**config.mk**
```make
export PLATFORM = sky130hd
export DESIGN_NAME = load_store_unit
export DESIGN_NICKNAME = d
export VERILOG_FILES = /design/src/rtl/load_store_unit.sv
export SDC_FILE = /design/constraint.sdc
export NUM_CORES = 1
export LEC_CHECK = 0
export CAP_MARGIN = 20
export CORE_ASPECT_RATIO = 1.2
export CORE_MARGIN = 2
export CORE_UTILIZATION = 51
export CTS_BUF_LIST = sky130_fd_sc_hd__clkbuf_4
export CTS_CLUSTER_SIZE = 16
export DETAILED_ROUTE_END_ITERATION = 8
export PLACE_DENSITY = 0.95
export SETUP_SLACK_MARGIN = 0.3
export SLEW_MARGIN = 20
export SYNTH_ARGS = -nofsm -noshare
export SYNTH_HDL_FRONTEND = slang
export SYNTH_SLANG_ARGS = --single-unit
```
**constraint.sdc**
```tcl
create_clock -name clk -period 4.7 [get_ports clk]
set_clock_uncertainty 0.05 [all_clocks]
set_input_delay 1.175 -clock clk [delete_from_list [all_inputs] [get_ports clk]]
set_output_delay 1.175 -clock clk [all_outputs]
set_load 0.1 [all_outputs]
```
**src/rtl/load_store_unit.sv**
```systemverilog
// Load/store unit bridging a pipeline request port to a single-ported, registered-read memory.
// Sub-word stores use a read-modify-write sequence. Misaligned, reserved-size and ROM-store requests are rejected.
module load_store_unit (
    input  logic        clk,
    input  logic        reset,
    input  logic        reqValid,
    output logic        reqReady,
    input  logic        reqWrite,
    input  logic [1:0]  reqSize,
    input  logic        reqUnsigned,
    input  logic [31:0] reqAddress,
    input  logic [31:0] reqWriteData,
    output logic        respValid,
    output logic [31:0] respData,
    output logic        respError,
    output logic [31:0] memAddress,
    output logic        memReadWrite,
    output logic [31:0] memWriteData,
    input  logic [31:0] memReadData
);

    typedef enum logic [2:0] {
        IDLE  = 3'd0,
        READ  = 3'd1,
        WAIT  = 3'd2,
        WRITE = 3'd3,
        RESP  = 3'd4
    } state_t;

    state_t      state_r;
    logic        write_r;
    logic [1:0]  size_r;
    logic        unsigned_r;
    logic [1:0]  lane_r;
    logic [15:0] wdata_r;
    logic        req_err_s;

    // Requests are rejected for a reserved size, misalignment, or a store below the RAM window (addr[10] = 0).
    function automatic logic access_error(input logic write, input logic [1:0] size,
                                          input logic [1:0] lane, input logic ram_bit);
        logic err;
        case (size)
            2'b00:   err = 1'b0;
            2'b01:   err = lane[0];
            2'b10:   err = (lane != 2'b00);
            default: err = 1'b1;
        endcase
        if (write && !ram_bit) begin
            err = 1'b1;
        end else begin
            err = err;
        end
        return err;
    endfunction

    function automatic logic [31:0] load_extract(input logic [1:0] size, input logic uns,
                                                 input logic [1:0] lane, input logic [31:0] word);
        logic [7:0]  b;
        logic [15:0] h;
        logic [31:0] res;
        case (lane)
            2'b00:   b = word[7:0];
            2'b01:   b = word[15:8];
            2'b10:   b = word[23:16];
            default: b = word[31:24];
        endcase
        h = lane[1] ? word[31:16] : word[15:0];
        case (size)
            2'b00:   res = uns ? {24'h000000, b} : {{24{b[7]}}, b};
            2'b01:   res = uns ? {16'h0000, h} : {{16{h[15]}}, h};
            default: res = word;
        endcase
        return res;
    endfunction

    function automatic logic [31:0] store_merge(input logic [1:0] size, input logic [1:0] lane,
                                                input logic [15:0] wd, input logic [31:0] word);
        logic [31:0] mask;
        logic [31:0] data;
        case (size)
            2'b00: begin
                mask = 32'h000000FF << {lane, 3'b000};
                data = {24'h000000, wd[7:0]} << {lane, 3'b000};
            end
            2'b01: begin
                mask = 32'h0000FFFF << {lane[1], 4'b0000};
                data = {16'h0000, wd} << {lane[1], 4'b0000};
            end
            default: begin
                mask = 32'h00000000;
                data = 32'h00000000;
            end
        endcase
        return (word & ~mask) | (data & mask);
    endfunction

    assign req_err_s = access_error(reqWrite, reqSize, reqAddress[1:0], reqAddress[10]);

    // Transaction FSM; every output is registered and set on the edge entering the state that presents it.
    always_ff @(posedge clk) begin
        if (!reset) begin
            state_r      <= IDLE;
            write_r      <= 1'b0;
            size_r       <= 2'b00;
            unsigned_r   <= 1'b0;
            lane_r       <= 2'b00;
            wdata_r      <= 16'h0000;
            reqReady     <= 1'b1;
            respValid    <= 1'b0;
            respData     <= 32'h00000000;
            respError    <= 1'b0;
            memAddress   <= 32'h00000000;
            memReadWrite <= 1'b0;
            memWriteData <= 32'h00000000;
        end else begin
            case (state_r)
                IDLE: begin
                    if (reqValid) begin
                        write_r    <= reqWrite;
                        size_r     <= reqSize;
                        unsigned_r <= reqUnsigned;
                        lane_r     <= reqAddress[1:0];
                        wdata_r    <= reqWriteData[15:0];
                        reqReady   <= 1'b0;
                        if (req_err_s) begin
                            state_r   <= RESP;
                            respValid <= 1'b1;
                            respError <= 1'b1;
                            respData  <= 32'h00000000;
                        end else if (reqWrite && (reqSize == 2'b10)) begin
                            state_r      <= WRITE;
                            memAddress   <= {reqAddress[31:2], 2'b00};
                            memReadWrite <= 1'b1;
                            memWriteData <= reqWriteData;
                        end else begin
                            state_r    <= READ;
                            memAddress <= {reqAddress[31:2], 2'b00};
                        end
                    end else begin
                        state_r <= IDLE;
                    end
                end
                READ: begin
                    state_r <= WAIT;
                end
                WAIT: begin
                    if (write_r) begin
                        state_r      <= WRITE;
                        memReadWrite <= 1'b1;
                        memWriteData <= store_merge(size_r, lane_r, wdata_r, memReadData);
                    end else begin
                        state_r   <= RESP;
                        respValid <= 1'b1;
                        respError <= 1'b0;
                        respData  <= load_extract(size_r, unsigned_r, lane_r, memReadData);
                    end
                end
                WRITE: begin
                    state_r      <= RESP;
                    memReadWrite <= 1'b0;
                    respValid    <= 1'b1;
                    respError    <= 1'b0;
                    respData     <= 32'h00000000;
                end
                RESP: begin
                    state_r   <= IDLE;
                    reqReady  <= 1'b1;
                    respValid <= 1'b0;
                    respError <= 1'b0;
                    respData  <= 32'h00000000;
                end
                default: begin
                    state_r      <= IDLE;
                    reqReady     <= 1'b1;
                    respValid    <= 1'b0;
                    respError    <= 1'b0;
                    respData     <= 32'h00000000;
                    memReadWrite <= 1'b0;
                end
            endcase
        end
    end

endmodule

```
==> results of run 1 <==
[registers in the layout (all words and copies together) (netlist names)]
register	cells
wdata_r	16
unsigned_r	1
reqReady	1
memWriteData	32
write_r	1
lane_r	2
memAddress	30
respValid	1
size_r	2
respError	1
memReadWrite	1
state_r	3
respData	32
[cell usage after synthesis (17+ instances only)]
cell type	count
nor2_1	24
a21oi_1	18
a221o_1	23
o21ai_0	26
and3_1	18
clkbuf_1	58
dfxtp_1	123
nand2_1	129
o211ai_1	32
a21boi_0	23
mux2i_1	31
a211oi_1	17
a221oi_1	18
[cell type report]
| class | instances | share of cell area |
|---|---|---|
| multi-input combinational | 485 | 0.3862 |
| sequential | 123 | 0.3041 |
| timing repair buffer | 210 | 0.2562 |
| tap | 154 | 0.02380 |
| clock buffer | 18 | 0.01669 |
| clock inverter | 11 | 0.01020 |
| inverter | 6 | 0.002782 |
[stage by stage]
step	power (W)	worst slack, ns	hold slack [ns]	std cells	util
after floorplan	0.001508	1.839	0.3937	687	-
after global placement	0.001699	1.256	0.3925	978	0.7070
after detailed placement	0.001708	1.124	0.3982	978	0.7070
after CTS	0.002316	1.346	0.4178	1007	0.7265
after global routing	0.002403	1.312	0.4342	1007	0.7268
final	0.002313	1.381	0.4136	1007	0.7268
[cell families after synthesis]
group | Yosys count | synth area share
simple gates | 222 | 0.1784
flops | 123 | 0.4190
compound gates | 228 | 0.2885
other cells | 1 | 0.0006381
buf+inv | 79 | 0.05684
mux | 33 | 0.05663
[power by group]
part | switching, W | internal (W) | leakage, nW
registers | 0.0000355 | 0.00108 | 0.998
clock network | 0.000372 | 0.000249 | 0.124
logic | 0.000382 | 0.000193 | 1.74
[layer usage]
metal	global-route usage	part of all wire	wire length, microns
met2	0.5308	0.51	9740
met1	0.3603	0.37	7000
met5	0	0	0
met3	0.08319	0.090	1708
met4	0.1167	0.027	503
[worst paths after layout]
path	start	to	slack, ns	depth (start not counted)
setup reg to reg	lane_r[1]	respData[30]	2.07	5
hold / removal	memAddress[6]	memAddress[6]	0.41	2
hold reg to reg	memAddress[6]	memAddress[6]	0.41	2
setup / recovery	memWriteData[28]	memWriteData[28]	1.38	1
==> metrics.yaml, run 1 <==
status: "complete, no violations"
arrival_ns: 2.09
die_h_microns: 121.6
synth_top_area_cell: "dfxtp_1"
drv_slew: 0
final_antenna_net_count: 0
drt_wl_total_microns: 18950
drc_errors: 0
regArea_sq_mm: 0.002462
cts_buffer_depth: 2
placementRows: 42
postSynthCellCount: 686
post-cts-setup-buffers: 0
dieWidth_microns: 102.0
tritoncts: "yes"
path_cells: "clkdlybuf4s50_1"
gp_congestion: 0.9355
fill_cells: 883
htree_levels: 4
num_vias: 6080
yosys.area.top_type_share: 0.4190
nets: 946
start_util: 0.5275
final_cell_mix: "199 x clkdlybuf4s50_1, 129 x nand2_1, 123 x dfxtp_1"
critPathSlowestCell: "clkdlybuf4s50_1"
diodes: 0
dpl_cell_area_sq_mm: 0.007876
io_pins: 203
cts_sinks: 123
grt_max_degree: 78
yosys-top-cells-area: "dfxtp_1 42%, nand2_1 8.2%, mux2i_1 5.3%"
required_ns: 3.47
wl_per_cell_microns: 18.82
dieArea_sq_mm: 0.01240
core_sq_mm: 0.01114
max_freq_mhz: 301.3
power.leakage_nw: 2.865
ctsResizeCount: 0
synth_top_flop_cell: "dfxtp_1"
grt.total_usage: 0.3071
overflow: 0
finalHoldViolCount: 0
startpoint_type: "flip-flop"
cts-root-buf: "clkbuf_4"
first_global_vias: 5730
synth_edf_count: 0
power.density_mw_per_mm2: 285.7
grt_setup_unrepaired: "no"
worstPathMaxFanout: 2
ys_ff_latch: 123
synthArstFlopShare: 0
multiInputGateArea_sq_mm: 0.003127
avgSynthCellArea_sq_um: 8.567
grt_pass1_wl_microns: 29550
antenna_found_initial: 0
maxCapViolations: 0
layout-drive-gt1-share: 0.05979
via_per_inst: 6.038
cts_buffers: 17
endpoint_kind: "output pin"
cp_top_family: "buffers and inverters"
fin_setup_tns_ns: 0
setup_viol: 0
hpwl_microns: 14050
fin_crit_ns: 3.319
io_buffers: 200
hp-class: "flip-flop to flip-flop"
stdcell_area_sq_mm: 0.008097
dr.pass1.iters: 8
crit_type: "flip-flop to output pin"
drt_iter0_drc: 467
clk_latency_ns: 0.53
area.growth.synth_to_final_pct: 37.77
path_clk_slew_ns: 0.10
yosys_warnings: 0
max_stage_delay_ns: 1.16
hold_buffers: 0
irDropWorstVdd_uv: 241.3
worst-path-buf-inv: 1
ys_seq_area_frac: 0.4190
fin_crit_sh: 0.7061
layout_commonest_cell: "clkdlybuf4s50_1"
synth_cell_types: 51
slew_headroom: 0.2891
max_slew.worst_pin.slew_ns: 1.063
syn_area_sq_mm: 0.005877
No activity file was read; power rests on OpenSTA's default activity.
==> run 2: changes to the inputs <==
Settings changed: CORE_UTILIZATION 51 to 43, PLACE_DENSITY 0.95 to 0.87.
Clock period 4.7 ns to 2.9 ns, I/O delays scaled along.
==> run 2 against run 1 <==
Effect of this change:
- combinational power grew 65%
- final area shrank 0.65%
- flip-flop and latch count is the same
- register-to-register slack lost 1.5 ns
- sequential power grew 61%
- clock-buffer cell count is the same
- largest cell class unchanged
==> metrics.yaml, run 2 (synthesized netlist as in run 1, its figures left out) <==
endpoint_kind: "flip-flop"
fill_cells: 1171  # +33%
nets: 958  # +1.3%
finalHoldViolCount: 0  # unchanged
worst-path-buf-inv: 1  # unchanged
worst_slack_ns: 0.5988  # -0.7826 ns
max_slew.worst_pin.slew_ns: 0.9655  # -0.09760 ns
path_clk_slew_ns: 0.10  # about the same
dr.pass1.iters: 6  # -2
cts_sinks: 123  # unchanged
startpoint_type: "flip-flop"
crit_type: "flip-flop to flip-flop"
p_sw_w: 0.001316  # +67%
antenna_found_initial: 1  # +1
p_int_w: 0.002652  # +74%
drv_slew: 0  # unchanged
gp_congestion: 0.9155  # -2.1%
cts-root-buf: "clkbuf_4"
reg2reg_slack_ns: 0.60  # -1.47 ns
path_cells: "mux2_2 > a221oi_1 > nor4b_4 > buf_12 > a221o_1"
placementRows: 46  # +9.5%
start_util: 0.4420  # -0.08549
hpwl_microns: 13630  # -3.0%
first_global_vias: 5778  # +0.84%
area.growth.synth_to_final_pct: 36.87
via_per_inst: 5.883  # -2.6%
p_comb_frac: 0.240  # -0.009
required_ns: 3.27  # -0.20 ns
max_freq_mhz: 434.6
status: "complete, no violations"
setup_viol: 0  # unchanged
grt.total_usage: 0.2537  # -0.05346
num_vias: 6083  # +0.049%
ctsResizeCount: 0  # unchanged
layout-drive-gt1-share: 0.1850  # +0.1252
max_stage_delay_ns: 0.75  # -0.41 ns
hp-class: "flip-flop to flip-flop"
cp_top_family: "flip-flops"
power_frac_clock: 0.306  # +0.038
grt_pass1_wl_microns: 30020  # +1.6%
irDropWorstVdd_uv: 251.2  # +4.1%
drt_iter0_drc: 589  # +26%
wl_per_cell_microns: 18.31  # -2.7%
slew_headroom: 0.3564  # +0.06729
power.leakage_nw: 3.151  # +10%
io_buffers: 200  # unchanged
overflow: 0  # unchanged
dieArea_sq_mm: 0.01462  # +18%
dp_cells: 1003  # +2.6%
arrival_ns: 2.67  # +0.58 ns
maxCapViolations: 0  # unchanged
power_w: 0.003968  # +72%
final_cells: 1034  # +2.7%
seqPwrFrac: 0.455  # -0.028
core_sq_mm: 0.01330  # +19%
dieWidth_microns: 110.7  # +8.6%
final_cell_mix: "129 x nand2_1, 123 x dfxtp_1, 118 x buf_4"
switching_share: 0.3316  # -0.009836
grt_max_degree: 113  # +45%
io_pins: 203  # unchanged
final_antenna_net_count: 0  # unchanged
grt_setup_unrepaired: "no"
tritoncts: "yes"
place_worst_setup_slack_ns: 0.1565  # -0.9674 ns
critPathSlowestCell: "dfxtp_1"
fin_setup_tns_ns: 0  # unchanged
drc_errors: 0  # unchanged
layout_commonest_cell: "nand2_1"
cts_buffer_depth: 2  # unchanged
clk_latency_ns: 0.54  # about the same
die_h_microns: 132.1  # +8.6%
fin_crit_ns: 2.301
htree_levels: 4  # unchanged
fin_crit_sh: 0.7935
drt_wl_total_microns: 18930  # -0.12%
worstPathMaxFanout: 22  # +20
reg.largest.list: "memWriteData x32, respData x32, memAddress x30"
power.density_mw_per_mm2: 493.3  # +73%
cts_buffers: 17  # unchanged
[run 2: worst paths after layout]
| path | from | to | cells after the start |
|---|---|---|---|
| setup reg to reg | lane_r[0] | respData[16] | 5 |
| hold reg to reg | memAddress[15] | memAddress[15] | 2 |
| setup / recovery | lane_r[0] | respData[16] | 5 |
| hold / removal | memAddress[15] | memAddress[15] | 2 |
[run 2: worst reg2reg max path: stages, from the launching register on]
cell	delay, ns
dfxtp_1	0.75
mux2_2	0.44
a221oi_1	0.44
nor4b_4	0.09
buf_12	0.17
a221o_1	0.25
[run 2: power groups by stage]
stage / logic, W / registers, W / clock network (W)
floorplan: 0.000358 / 0.00209 / 0
global placement: 0.000933 / 0.00184 / 0
detailed placement: 0.000938 / 0.00184 / 0
CTS: 0.000942 / 0.00180 / 0.00123
global route: 0.00101 / 0.00181 / 0.00131
finish: 0.000951 / 0.00180 / 0.00121
[run 2: layer usage]
metal	wire length (microns)	track usage	vias to the layer above
met3	1722	0.06621	66
met1	7449	0.3111	2776
met2	9052	0.4206	359
li1	-	-	2882
met4	705	0.1104	0
met5	0	0	-
[run 2: what timing repair did]
item                       in CTS  in global routing
buffers inserted                0                  1
hold buffers                    0                  0
setup endpoints to repair       0                 16
[run 2: final cells by class]
class,instances,area [sq um],area share
multi-input cells,485,3124,0.3884
well taps,168,210.2,0.02613
repair buffers,222,1957,0.2433
diodes,1,2.502,0.0003111
flip-flops and latches,123,2462,0.3061
clock buffers,18,135.1,0.01680
clock inverters,11,130.1,0.01618
inverters,6,22.52,0.002800
[run 2: metrics by stage]
stage / utilization / area [sq um] / hold slack [ns]
floorplan: - / 5881 / 0.3937
global placement: 0.5834 / 7756 / 0.3917
detailed placement: 0.5834 / 7756 / 0.3971
CTS: 0.6033 / 8021 / 0.4164
global route: 0.6050 / 8044 / 0.4348
finish: 0.6050 / 8044 / 0.4116
==> run 3: changes to the inputs <==
Clock period 2.9 ns to 2 ns, I/O delays scaled along.
==> run 3 against run 2 <==
Effect of this change:
- combinational power up 98%
- sequential power up 47%
- setup slack worse by 0.49 ns
- worst hold slack lost 0.16 ns
- non-clock buffer count rose by 57
- sequential share of layout area down 6.0 points
- critical path depth grew 2
- critical path type is now primary input to flip-flop
==> metrics.yaml, run 3 (synthesized netlist as in run 1, its figures left out) <==
antenna_found_initial: 1  # unchanged
r2r-start: "lane_r[0]"
post-route-util: 0.7837  # +0.1787
dieArea_sq_mm: 0.01462  # unchanged
reg2reg_slack_ns: 0.14  # -0.46 ns
io_buffers: 200  # unchanged
hpwl_microns: 15500  # +14%
finalHoldViolCount: 0  # unchanged
irDropWorstVdd_uv: 586.4  # +130%
min_path_cells: 3  # +1
reg2regPathDepth: 6  # +1
htree_levels: 4  # unchanged
maxCapViolations: 0  # unchanged
placementRows: 46  # unchanged
via_per_inst: 6.317  # +7.4%
max_freq_mhz: 528.2
final_cells: 1092  # +5.6%
min_to: "memAddress[10]"
startpoint_type: "primary input"
power.density_mw_per_mm2: 620.2  # +26%
cts_sinks: 123  # unchanged
worstPathMaxFanout: 16  # -27%
rr_endpoint: "respData[16]"
start_util: 0.4420  # unchanged
reg.largest.list: "memWriteData x32, respData x32, memAddress x30"
overflow: 0  # unchanged
grt_max_degree: 92  # -19%
endpoint_kind: "flip-flop"
setup_viol: 0  # unchanged
core_sq_mm: 0.01330  # unchanged
required_ns: 2.37  # -0.90 ns
drc_errors: 0  # unchanged
whs_ns: 0.2472  # -0.1644 ns
hp-start: "reqAddress[10]"
num_vias: 6898  # +13%
crit_start: "memReadData[15]"
arrival_ns: 2.26  # -0.41 ns
drt_wl_total_microns: 24630  # +30%
fin_crit_sh: 0.9466
status: "complete, no violations"
grt.total_usage: 0.2936  # +0.03997
hold_buffers: 0  # unchanged
path_clk_slew_ns: 0.13  # +0.03 ns
die_h_microns: 132.1  # unchanged
gp_congestion: 0.9589  # +4.7%
area.growth.synth_to_final_pct: 77.30
worst_slack_ns: 0.1067  # -0.4920 ns
fin_crit_ns: 1.893
first_global_vias: 6711  # +16%
layout_commonest_cell: "nand2_1"
wl_per_cell_microns: 22.55  # +23%
final_antenna_net_count: 0  # unchanged
power.leakage_nw: 4.013  # +27%
crit_type: "primary input to flip-flop"
cts_buffer_depth: 2  # unchanged
max_slew.worst_pin.slew_ns: 0.5278  # -0.4376 ns
drt_iter0_drc: 772  # +31%
dieWidth_microns: 110.7  # unchanged
cts_buffers: 17  # unchanged
cts-root-buf: "clkbuf_4"
io_pins: 203  # unchanged
nets: 1015  # +5.9%
slew_headroom: 0.6481  # +0.2917
grt_setup_unrepaired: "yes"
layout-drive-gt1-share: 0.3694  # +0.1845
drv_slew: 0  # unchanged
place_worst_setup_slack_ns: -0.4285  # -0.5850 ns
dp_cells: 1040  # +3.7%
grt_pass1_wl_microns: 34850  # +16%
dr.pass1.iters: 6  # unchanged
tritoncts: "yes"
final_cell_mix: "127 x nand2_1, 109 x buf_12, 95 x clkdlybuf4s50_1"
hp-class: "primary input to flip-flop"
clk_latency_ns: 0.54  # about the same
==> run 3: cell count changes in the layout (fill, tap and decap cells not counted), moves of 10 or more <==
cell / before / now
dfxtp_1: 123 / 45
a221oi_2: 0 / 10
a221oi_1: 18 / 8
buf_12: 3 / 109
buf_4: 118 / 50
buf_6: 0 / 11
dfxtp_2: 0 / 76
==> run 3: layer usage <==
layer / vias up / wire length [microns] / GRT usage / part of all wire
li1: 3006 / - / - / -
met1: 3229 / 8592 / 0.3316 / 0.35
met2: 519 / 12240 / 0.5007 / 0.50
met3: 144 / 2287 / 0.08414 / 0.093
met4: 0 / 1502 / 0.1576 / 0.061
met5: - / 0 / 0 / 0
==> run 3: timing repair <==
item	in CTS	in global routing
setup buffers	8	6
cloned	2	5
endpoints found under the setup margin	134	128
gates resized for setup	74	85
pin swaps	5	27
==> run 3: through the flow <==
stage | cell area (sq um) | TNS, ns | power [W]
final | 10420 | 0 | 0.006462
after global routing | 10420 | 0 | 0.006638
after CTS | 9983 | 0 | 0.006243
after detailed placement | 9368 | -27.38 | 0.004295
after global placement | 9368 | -21.16 | 0.004261
after floorplan | 5956 | -1.771 | 0.003558
==> run 3: how the worst max path moves through the flow <==
stage / slack [ns] / to / depth (start not counted)
after CTS: 0.20 / respData[22] / 6
after global routing: 0.10 / memWriteData[14] / 4
final: 0.11 / respData[16] / 7
after floorplan: -0.16 / respData[21] / 8
after detailed placement: -0.43 / respData[16] / 6
after global placement: -0.33 / respData[17] / 6
==> run 3: power breakdown <==
part	total (W)	switching (W)	leakage, nW	internal [W]
Clock	0.00193	0.000942	0.158	0.000986
Combinational	0.00188	0.00109	2.82	0.000791
Sequential	0.00265	0.000104	1.04	0.00255
==> run 3: cell type report <==
| class | count | area, sq um |
|---|---|---|
| Timing Repair Buffer | 279 | 3890 |
| Multi-Input combinational cell | 485 | 3432 |
| Fill cell | 742 | 2875 |
| Sequential cell | 123 | 2565 |
| Tap cell | 168 | 210.2 |
| Clock inverter | 11 | 152.6 |
| Clock buffer | 19 | 142.6 |
| Inverter | 6 | 25.02 |
| Antenna cell | 1 | 2.502 |
==> run 3: critical path: stages <==
cell	delay, ns
clkdlybuf4s50_1	0.47
mux2_4	0.31
a221oi_2	0.32
buf_4	0.18
nor4b_4	0.04
buf_12	0.16
a221o_1	0.27
